`src/rtl/if_id_stage_reg.sv`:
```
// Elastic IF/ID pipeline register with valid/ready handshake, optional 2-entry skid and flush-to-NOP.
// Optional stall counter port/logic enabled by defining PIPE_STAGE_STALL_CNT_EN.
module if_id_stage_reg #(
  parameter int unsigned        PC_W      = 32,
  parameter int unsigned        INSTR_W   = 32,
  parameter logic [INSTR_W-1:0] NOP_INSTR = '0,
  parameter bit                 SKID      = 1'b1,
  parameter int unsigned        CNT_W     = 16
) (
  input  logic               clk,
  input  logic               rst,
  input  logic               flush,
  input  logic               in_valid,
  output logic               in_ready,
  input  logic [PC_W-1:0]    in_pc,
  input  logic [INSTR_W-1:0] in_instr,
  output logic               out_valid,
  input  logic               out_ready,
  output logic [PC_W-1:0]    out_pc,
  output logic [INSTR_W-1:0] out_instr
`ifdef PIPE_STAGE_STALL_CNT_EN
  ,
  output logic [CNT_W-1:0]   stall_cnt
`endif
);

  logic accept;
  logic deliver;

  assign accept  = in_valid && in_ready;
  assign deliver = out_valid && out_ready;

  if (SKID) begin : g_skid
    typedef enum logic [1:0] {S_EMPTY, S_FULL, S_SKID} state_e;

    state_e             state;
    state_e             state_nxt;
    logic               load_in;
    logic               load_skid;
    logic               skid_to_out;
    logic [PC_W-1:0]    skid_pc;
    logic [INSTR_W-1:0] skid_instr;

    // Next state and datapath steering; flush overrides every move
    always_comb begin
      state_nxt   = state;
      load_in     = 1'b0;
      load_skid   = 1'b0;
      skid_to_out = 1'b0;
      unique case (state)
        S_EMPTY: begin
          if (accept) begin
            state_nxt = S_FULL;
            load_in   = 1'b1;
          end
        end
        S_FULL: begin
          if (accept && deliver) begin
            load_in = 1'b1;
          end else if (deliver) begin
            state_nxt = S_EMPTY;
          end else if (accept) begin
            state_nxt = S_SKID;
            load_skid = 1'b1;
          end
        end
        S_SKID: begin
          if (deliver) begin
            state_nxt   = S_FULL;
            skid_to_out = 1'b1;
          end
        end
        default: state_nxt = S_EMPTY;
      endcase
      if (flush) begin
        state_nxt   = S_EMPTY;
        load_in     = 1'b0;
        load_skid   = 1'b0;
        skid_to_out = 1'b0;
      end
    end

    // in_ready and out_valid are registered copies of the next-state decode
    always_ff @(posedge clk) begin
      if (rst) begin
        state      <= S_EMPTY;
        in_ready   <= 1'b1;
        out_valid  <= 1'b0;
        out_pc     <= '0;
        out_instr  <= NOP_INSTR;
        skid_pc    <= '0;
        skid_instr <= NOP_INSTR;
      end else begin
        state     <= state_nxt;
        in_ready  <= (state_nxt != S_SKID);
        out_valid <= (state_nxt != S_EMPTY);
        if (flush) begin
          out_instr <= NOP_INSTR;
        end else if (load_in) begin
          out_pc    <= in_pc;
          out_instr <= in_instr;
        end else if (skid_to_out) begin
          out_pc    <= skid_pc;
          out_instr <= skid_instr;
        end
        if (load_skid) begin
          skid_pc    <= in_pc;
          skid_instr <= in_instr;
        end
      end
    end
  end else begin : g_single
    assign in_ready = !out_valid || out_ready;

    always_ff @(posedge clk) begin
      if (rst) begin
        out_valid <= 1'b0;
        out_pc    <= '0;
        out_instr <= NOP_INSTR;
      end else if (flush) begin
        out_valid <= 1'b0;
        out_instr <= NOP_INSTR;
      end else if (accept) begin
        out_valid <= 1'b1;
        out_pc    <= in_pc;
        out_instr <= in_instr;
      end else if (deliver) begin
        out_valid <= 1'b0;
      end
    end
  end

`ifdef PIPE_STAGE_STALL_CNT_EN
  // Saturating count of back-pressured cycles; survives flush
  always_ff @(posedge clk) begin
    if (rst) begin
      stall_cnt <= '0;
    end else if (out_valid && !out_ready && (stall_cnt != {CNT_W{1'b1}})) begin
      stall_cnt <= stall_cnt + CNT_W'(1);
    end
  end
`endif

endmodule

```
`config.mk`:
```
export PLATFORM = sky130hd
export DESIGN_NAME = if_id_stage_reg
export DESIGN_NICKNAME = d
export VERILOG_FILES = /design/src/rtl/if_id_stage_reg.sv
export SDC_FILE = /design/constraint.sdc
export NUM_CORES = 1
export LEC_CHECK = 0
export ABC_AREA = 0
export CORE_ASPECT_RATIO = 1.25
export CORE_MARGIN = 5
export CORE_UTILIZATION = 45
export DETAILED_ROUTE_END_ITERATION = 12
export GPL_TIMING_DRIVEN = 0
export HOLD_SLACK_MARGIN = 0.1
export PLACE_DENSITY = 0.73
export SYNTH_ARGS = -nofsm -noshare
export SYNTH_HDL_FRONTEND = slang
export SYNTH_SLANG_ARGS = --single-unit
```
`constraint.sdc`:
```
create_clock -name clk -period 2.4 [get_ports clk]
set_input_delay 0.24 -clock clk [delete_from_list [all_inputs] [get_ports clk]]
set_output_delay 0.24 -clock clk [all_outputs]
set_load 0.03 [all_outputs]
```
# Word-level counts from Yosys, hierarchy flattened
# Index checks and enable logic that the tools add are counted.
[classes]
n_mux = 22
n_eq_ne = 3
bitwise_logic = 1
reduce_logical = 8
[op_table]
columns = ["op", "count"]
rows = [
  ["32-bit 2-to-1 mux", 4],
  ["2-bit 2-to-1 mux", 6],
  ["1-bit 2-to-1 mux", 10],
  ["2-bit one-hot mux with 3 select lines", 1],
  ["2-bit nonzero test", 2],
  ["1-bit logical AND", 3],
  ["2-bit by 1-bit == test with 1-bit output (second input constant)", 1],
  ["2-bit == test (second input constant)", 1],
  ["2-bit zero test", 1],
  ["2-bit != test (second input constant)", 1],
  ["1-bit one-hot mux with 2 select lines", 1],
  ["2-bit AND reduction", 1],
  ["2-bit OR reduction", 1],
  ["1-bit NOT", 1],
]
[word_totals]
elab_cells = 41
out_inout_bits = 66
reg_bits = 132
inputBits = 69

# Logic depth before layout (Yosys ltp)
# Gate-level depths: netlist (run 1).
[depth]
word_depth = 7
depth_mapped = 6
mapped_depth_nobuf = 3

# Worst setup path after synthesis (run 1)
# OpenSTA, ideal clock, no wires.
[synth_path]
kind = "reg2reg"
from = "reg out_valid"
to = "reg out_valid"
setup_slack_ps = 915
required_ps = 2285
stages_incl_launch_ff = 6
arrival_ps = 1371
setup_time_ps = 115
synth_period_minus_slack_ps = 1485
cell_sequence = "dfxtp_1 -> a21bo_2 -> buf_2 -> buf_2 -> a21oi_1 -> o21a_1"
[synth_via]
elab_chain_cells = 6
[synth_lines]
columns = ["item", "line", "source"]
rows = [
  ["start: declaration", "17", "output logic out_valid,"],
  ["start signal: assignment", "96", "out_valid <= (state_nxt != S_EMPTY);"],
  ["1-bit logical AND *", "31", "assign deliver = out_valid && out_ready;"],
  ["2-bit 2-to-1 mux or 1-bit logical AND (tied branches)", "60, 58", ""],
  ["2-bit 2-to-1 mux", "58", "if (accept && deliver) begin"],
  ["2-bit one-hot mux with 3 select lines *", "50", "unique case (state)"],
  ["2-bit 2-to-1 mux *", "75", "if (flush) begin"],
  ["2-bit nonzero test *", "96", ""],
]
# Every way passes the cells marked *; elsewhere a longest branch is shown, timed or not.
# A chain may end at the register's enable or synchronous reset.

# Worst setup path after layout (run 1)
[layout_path]
from = "in flush"
to = "reg out_instr[0]"
[layout_via]
elab_chain_cells = 2
[layout_lines]
columns = ["item", "line", "source"]
rows = [
  ["start: declaration", "12", "input logic flush,"],
  ["1-bit 2-to-1 mux", "75", ""],
  ["32-bit 2-to-1 mux or 2-bit nonzero test (tied branches)", "--", ""],
  ["end signal: assignment", "101", "out_instr <= in_instr;"],
  ["end signal: assignment", "104", "out_instr <= skid_instr;"],
  ["end: declaration", "20", "output logic [INSTR_W-1:0] out_instr"],
]
# Several ways; a longest one is shown, not always the timed one.

==> flow_summary.ini, run 1 <==
[timing]
max_clock_freq_mhz = 520
finalSetupViolCount = 0
grt_setup_unrepaired = no
finalSetupTns_ns = 0
fin_hold_ws_ns = 0.420
report.final.slew_viol_count = 0
transition_time_at_the_pin_with_the_least_slew_margin_ns = 0.532
timing.final.crit_share_pct = 80.1
timing.slew.headroom_pct = 64.6
fin_skew_ns = 0.0116
fin_crit_ns = 1.92
finalHoldViolCount = 0

[route]
route.final.wire_length_um = 19500
detailedRoute.firstPassIterationCount = 5
drt_iter0_markers = 351
route.vias.total = 6251
avgRoutedWirePerCell_um = 19.0
drt.antenna.violating_nets = 0
drt_drc_violations_left = 0
vias_per_cell = 6.07

[grt]
first_global_vias = 6373
globalRouteOverflowTotal = 0
track_usage_pct = 24.3
global_route_wire_length_before_repair_um = 31500
antenna_found_initial = 0
grt_max_degree = 17

[setup_path]
critical_path_class = input pin to flop
timing.rr.start = g_skid.state[0]
timing.critical_path.fanout_max = 10
list_of_cells_traversed_by_the_critical_path = clkdlybuf4s50_1, buf_2, or2_1, clkbuf_1, clkbuf_1, a311oi_1
critical_path.endpoint = out_instr[0]
worst-endpoint-arrival_ns = 2.19
reg2reg_path_depth = 4
max_stage_delay_ns = 0.63
launching_instance_or_port_of_the_critical_path = flush
critical_r2r_capture = out_instr[0]
standard_cell_with_the_maximum_stage_delay_on_the_critical_path = sky130_fd_sc_hd__clkdlybuf4s50_1
r2r_slack_ns = 0.61
required_ns = 2.67
cell_mode_on_critical_path = sky130_fd_sc_hd__clkbuf_1
critical_path.startpoint_type = input pin
timing.critical_path.to_type = flop

[clocking]
ctsResizeCount = 0
cts_num_sinks = 132
cts-buffers-inserted = 17
cts.htree.levels = 4
max-clock-path-buffers = 2
clock_latency_ns = 0.42
clk_root_buffer_cell = sky130_fd_sc_hd__clkbuf_16
cts_tree = done
post_cts_buffers = 0
clk_pin_slew_ns = 0.06
post_cts_hold_buffer_count = 0

[layout]
final_util_pct = 62.1
area_growth_syn_to_layout_pct = 36.7
fillerInstances = 1119
drive_above_1_share_pct = 9.09
final_net_count = 915
num_antenna_cells = 0

[logic_synthesis]
main_combinational_cell_family_by_area_after_synthesis = compound AO/OA/AOI/OAI gates
synth.mux.area_fraction_pct = 0
synth_simple_gate_area_share_pct = 20.7
synthXorXnorAreaFrac_pct = 0
synth_compound_gate_area_share_pct = 26.6
number_of_distinct_library_cells_after_synthesis = 33
synth.top_cells.by_area = sky130_fd_sc_hd__dfxtp_1 (44%), sky130_fd_sc_hd__o21ai_0 (9.7%), sky130_fd_sc_hd__a311oi_1 (9.1%), sky130_fd_sc_hd__nand3b_1 (8.1%), sky130_fd_sc_hd__a21oi_1 (5.5%)
postSynthRegisterBits = 132
synth_fa_ha_area_share_pct = 0
yosysTopAreaCell = sky130_fd_sc_hd__dfxtp_1
synth.avg_cell_area_um2 = 8.59
netlist_area_pre_place_mm2 = 0.00596
synth_cells = 694
synth.yosys.warnings = 0
synth.yosys.seq_area_share_pct = 44.3
yosys.area.top_type_share_pct = 44.3
synth_nets = 763

[floorplan]
io_pins = 135
placement_rows = 47
start_util_pct = 45.5
fp.coreArea_mm2 = 0.0131
die_width_um = 113
die_area_mm2 = 0.0157
die_h_um = 139

[worst_hold_path]
timing.hold.worst.class = input pin to flop
min-delay-start = in_pc[16]

[pwr]
irDropWorstVdd_mv = 0.399
leakagePower_nw = 2.58
powerDensity_mw_per_mm2 = 725

[placed_design]
port-buffer-count = 133
dpl.hpwl_um = 13800
gp_congestion = 0.877

[outcome]
outcome = completed

[flow_run]
max_cap_violations = 0
==> registers in the layout, summed over array words and instances (netlist names) <==
| signal | flops |
|---|---|
| g_skid.skid_instr | 32 |
| g_skid.skid_pc | 32 |
| g_skid.state | 2 |
| in_ready | 1 |
| out_instr | 32 |
| out_pc | 32 |
| out_valid | 1 |
==> synthesized netlist by cell type (all sizes together) <==
master     n
a2111oi    1
a21bo      1
a21boi     2
a21oi     66
a311oi    63
a31oi      1
and2       1
and4b      2
and4bb     1
buf       43
clkbuf    48
dfxtp    132
inv        1
nand2      2
nand3     64
nand3b    64
nand4b     1
nand4bb    1
nor2       2
nor2b      1
nor3      65
o21a       1
o21ai    128
o31ai      1
or2        1
or3        1
==> logic make-up (layout without fill, tap and decap cells) <==
| group | after synthesis | count (layout) |
|---|---|---|
| simple gates | 206 | 206 |
| flops | 132 | 132 |
| buf+inv | 92 | 256 |
| compound gates | 264 | 264 |
==> critical path: cells and delay by family <==
family,cells,cell delay [ns]
buffers and inverters,4,1.68
and+or+nand+nor,1,0.14
AOI/OAI and AO/OA,1,0.13
==> worst min-delay path by stage <==
| stage | end | cells after the start |
|---|---|---|
| floorplan | g_skid.skid_instr[0] | 2 |
| global placement | g_skid.skid_instr[17] | 2 |
| detailed placement | g_skid.skid_instr[24] | 2 |
| CTS | g_skid.skid_pc[16] | 3 |
| global route | g_skid.skid_pc[19] | 3 |
| finish | g_skid.skid_pc[16] | 3 |
==> power breakdown <==
part | switching [mW] | internal (mW) | leakage [nW]
logic | 0.461 | 0.331 | 1.20
registers | 0.0403 | 2.27 | 1.07
clock network | 0.984 | 1.82 | 0.305
total | 1.49 | 4.42 | 2.58
==> cells in the final DEF (no fill, tap or decap), types with 2 or more instances in the layout <==
cell type	instances
sky130_fd_sc_hd__and4b_1	2
sky130_fd_sc_hd__buf_4	8
sky130_fd_sc_hd__nor3_1	65
sky130_fd_sc_hd__buf_6	13
sky130_fd_sc_hd__clkbuf_1	48
sky130_fd_sc_hd__inv_6	2
sky130_fd_sc_hd__nand3_1	64
sky130_fd_sc_hd__clkbuf_16	17
sky130_fd_sc_hd__buf_2	21
sky130_fd_sc_hd__clkbuf_8	3
sky130_fd_sc_hd__o21ai_1	12
sky130_fd_sc_hd__a311oi_1	62
sky130_fd_sc_hd__clkinvlp_4	3
sky130_fd_sc_hd__a21oi_1	66
sky130_fd_sc_hd__nor2_1	2
sky130_fd_sc_hd__clkdlybuf4s50_1	133
sky130_fd_sc_hd__dfxtp_1	132
sky130_fd_sc_hd__o21ai_0	116
sky130_fd_sc_hd__nand3b_1	64
sky130_fd_sc_hd__bufinv_16	4
==> stage by stage <==
step                instances  worst slack [ns]  power, mW  instance area [µm²]
floorplan                 694             0.915       2.77                 5960
global placement          998             0.151       3.12                 7510
detailed placement        998            0.0615       3.14                 7510
CTS                      1029             0.500       5.92                 8150
global route             1029             0.383       6.06                 8150
finish                   1029             0.477       5.91                 8150
==> layer usage <==
metal | track usage (%) | vias up | wire length (µm)
li1 | - | 2944 | -
met1 | 29.0 | 2993 | 8020
met2 | 41.4 | 265 | 9670
met3 | 5.67 | 49 | 1360
met4 | 10.6 | 0 | 487
met5 | 0 | - | 0
==> final cells by class <==
class / instances / area, µm² / share of cell area (%)
multi-input combinational: 470 / 2820 / 34.6
sequential: 132 / 2640 / 32.4
timing repair buffer: 133 / 1330 / 16.3
buffer: 91 / 495 / 6.08
clock buffer: 20 / 467 / 5.73
tap: 171 / 214 / 2.63
clock inverter: 11 / 174 / 2.13
inverter: 1 / 3.75 / 0.0461
No activity file was read; power rests on OpenSTA's default activity.
==> run 2, diff against run 1 <==
clock period = 1.9 ns   (was 2.4 ns; I/O delays follow)
==> flow_summary.ini, run 2 (synthesis gave the netlist of run 1 again) <==
[outcome]
outcome = completed

[timing]
max_clock_freq_mhz = 560
fin_crit_ns = 1.79
report.final.slew_viol_count = 0
finalSetupViolCount = 0
fin_skew_ns = 0.0120
finalSetupTns_ns = 0
transition_time_at_the_pin_with_the_least_slew_margin_ns = 0.537
timing.slew.headroom_pct = 64.2
finalHoldViolCount = 0
timing.final.crit_share_pct = 94.0
grt_setup_unrepaired = no
fin_hold_ws_ns = 0.367

[clocking]
cts-buffers-inserted = 17
clk_root_buffer_cell = sky130_fd_sc_hd__clkbuf_16
cts_tree = done
clk_pin_slew_ns = 0.06
cts_num_sinks = 132
cts.htree.levels = 4
post_cts_buffers = 0
clock_latency_ns = 0.42
max-clock-path-buffers = 2

[layout]
layout_commonest_cell = sky130_fd_sc_hd__clkdlybuf4s50_1
area_growth_syn_to_layout_pct = 36.8
layout.cells.non_filler = 1029
drive_above_1_share_pct = 9.67
fillerInstances = 1120
num_antenna_cells = 0
final_design_area_no_fill_mm2 = 0.00815
final_net_count = 915
most-common-layout-cells = sky130_fd_sc_hd__clkdlybuf4s50_1 (133), sky130_fd_sc_hd__dfxtp_1 (132), sky130_fd_sc_hd__o21ai_0 (116)

[placed_design]
dpl.hpwl_um = 13800
post_detailed_placement_cell_area_mm2 = 0.00751
cell_count_after_placement = 998
gp_congestion = 0.877
port-buffer-count = 133

[setup_path]
required_ns = 1.71
critical_path_class = flop to output pin
standard_cell_with_the_maximum_stage_delay_on_the_critical_path = sky130_fd_sc_hd__clkdlybuf4s50_1
worst-endpoint-arrival_ns = 1.60
max_stage_delay_ns = 0.76
timing.critical_path.fanout_max = 6
list_of_cells_traversed_by_the_critical_path = clkdlybuf4s50_1
cp_num_buf_inv = 1
timing.critical_path.to_type = output pin
critical_path.startpoint_type = flop
cpLargestDelayFamily = buffers and inverters

[route]
route.final.wire_length_um = 19500
route.vias.total = 6261
avgRoutedWirePerCell_um = 19.0
detailedRoute.firstPassIterationCount = 5
vias_per_cell = 6.08
drt_drc_violations_left = 0
drt_iter0_markers = 343
drt.antenna.violating_nets = 0

[grt]
globalRouteOverflowTotal = 0
grt_max_degree = 17
global_route_wire_length_before_repair_um = 31500
first_global_vias = 6373
antenna_found_initial = 0
track_usage_pct = 24.3

[pwr]
totalPowerFinal_mw = 7.47
irDropWorstVdd_mv = 0.507
powerDensity_mw_per_mm2 = 916
leakagePower_nw = 2.59

[floorplan]
die_h_um = 139
placement_rows = 47
fp.coreArea_mm2 = 0.0131
io_pins = 135
die_width_um = 113
start_util_pct = 45.5
die_area_mm2 = 0.0157

[worst_hold_path]
timing.hold.worst.class = input pin to flop

[flow_run]
max_cap_violations = 0
[run 2: cell type report]
type	instances	area [µm²]	area share (%)
timing repair buffer	133	1330	16.3
clock buffer	20	467	5.72
multi-input combinational	470	2820	34.6
buffer	91	502	6.15
tap	171	214	2.62
inverter	1	3.75	0.0460
sequential	132	2640	32.4
clock inverter	11	174	2.13
[run 2: report_power, final]
part / total [mW] / internal (mW) / switching, mW
sequential: 2.92 / 2.87 / 0.0511
clock: 3.55 / 2.30 / 1.25
combinational: 1.00 / 0.419 / 0.582
[run 2: through the flow]
stage,utilization (%),worst slack (ns)
6_report,62.2,0.113
5_1_grt,62.2,0.00249
3_3_place_gp,57.2,-0.299
3_5_place_dp,57.2,-0.388
2_1_floorplan,-,0.415
4_1_cts,62.1,0.0504
[run 2: repair_timing]
item	in CTS	in global routing
endpoints found under the setup margin	0	22
resized for setup	0	10
hold buffers	0	0
[run 2: layer usage]
layer | GRT usage (%) | part of all wire [%]
met5 | 0 | 0
met4 | 10.6 | 2.4
met2 | 41.4 | 50
met3 | 5.67 | 7.3
met1 | 29.0 | 41
[run 2: path summary, 6_finish.rpt]
| kind | from | endpoint | slack [ns] | depth (start not counted) |
|---|---|---|---|---|
| setup / recovery | in_ready | in_ready | 0.11 | 1 |
| hold / removal | in_pc[16] | g_skid.skid_pc[16] | 0.37 | 3 |
| setup reg to reg | g_skid.state[0] | out_instr[0] | 0.16 | 5 |
| hold reg to reg | g_skid.skid_instr[7] | g_skid.skid_instr[7] | 0.48 | 2 |
==> run 3, diff against run 2 <==
CAP_MARGIN = 15   (was not set)
GPL_ROUTABILITY_DRIVEN = 1   (was not set)
==> results of run 3 <==
The final DEF is identical to that of run 2; final timing and power are the same.
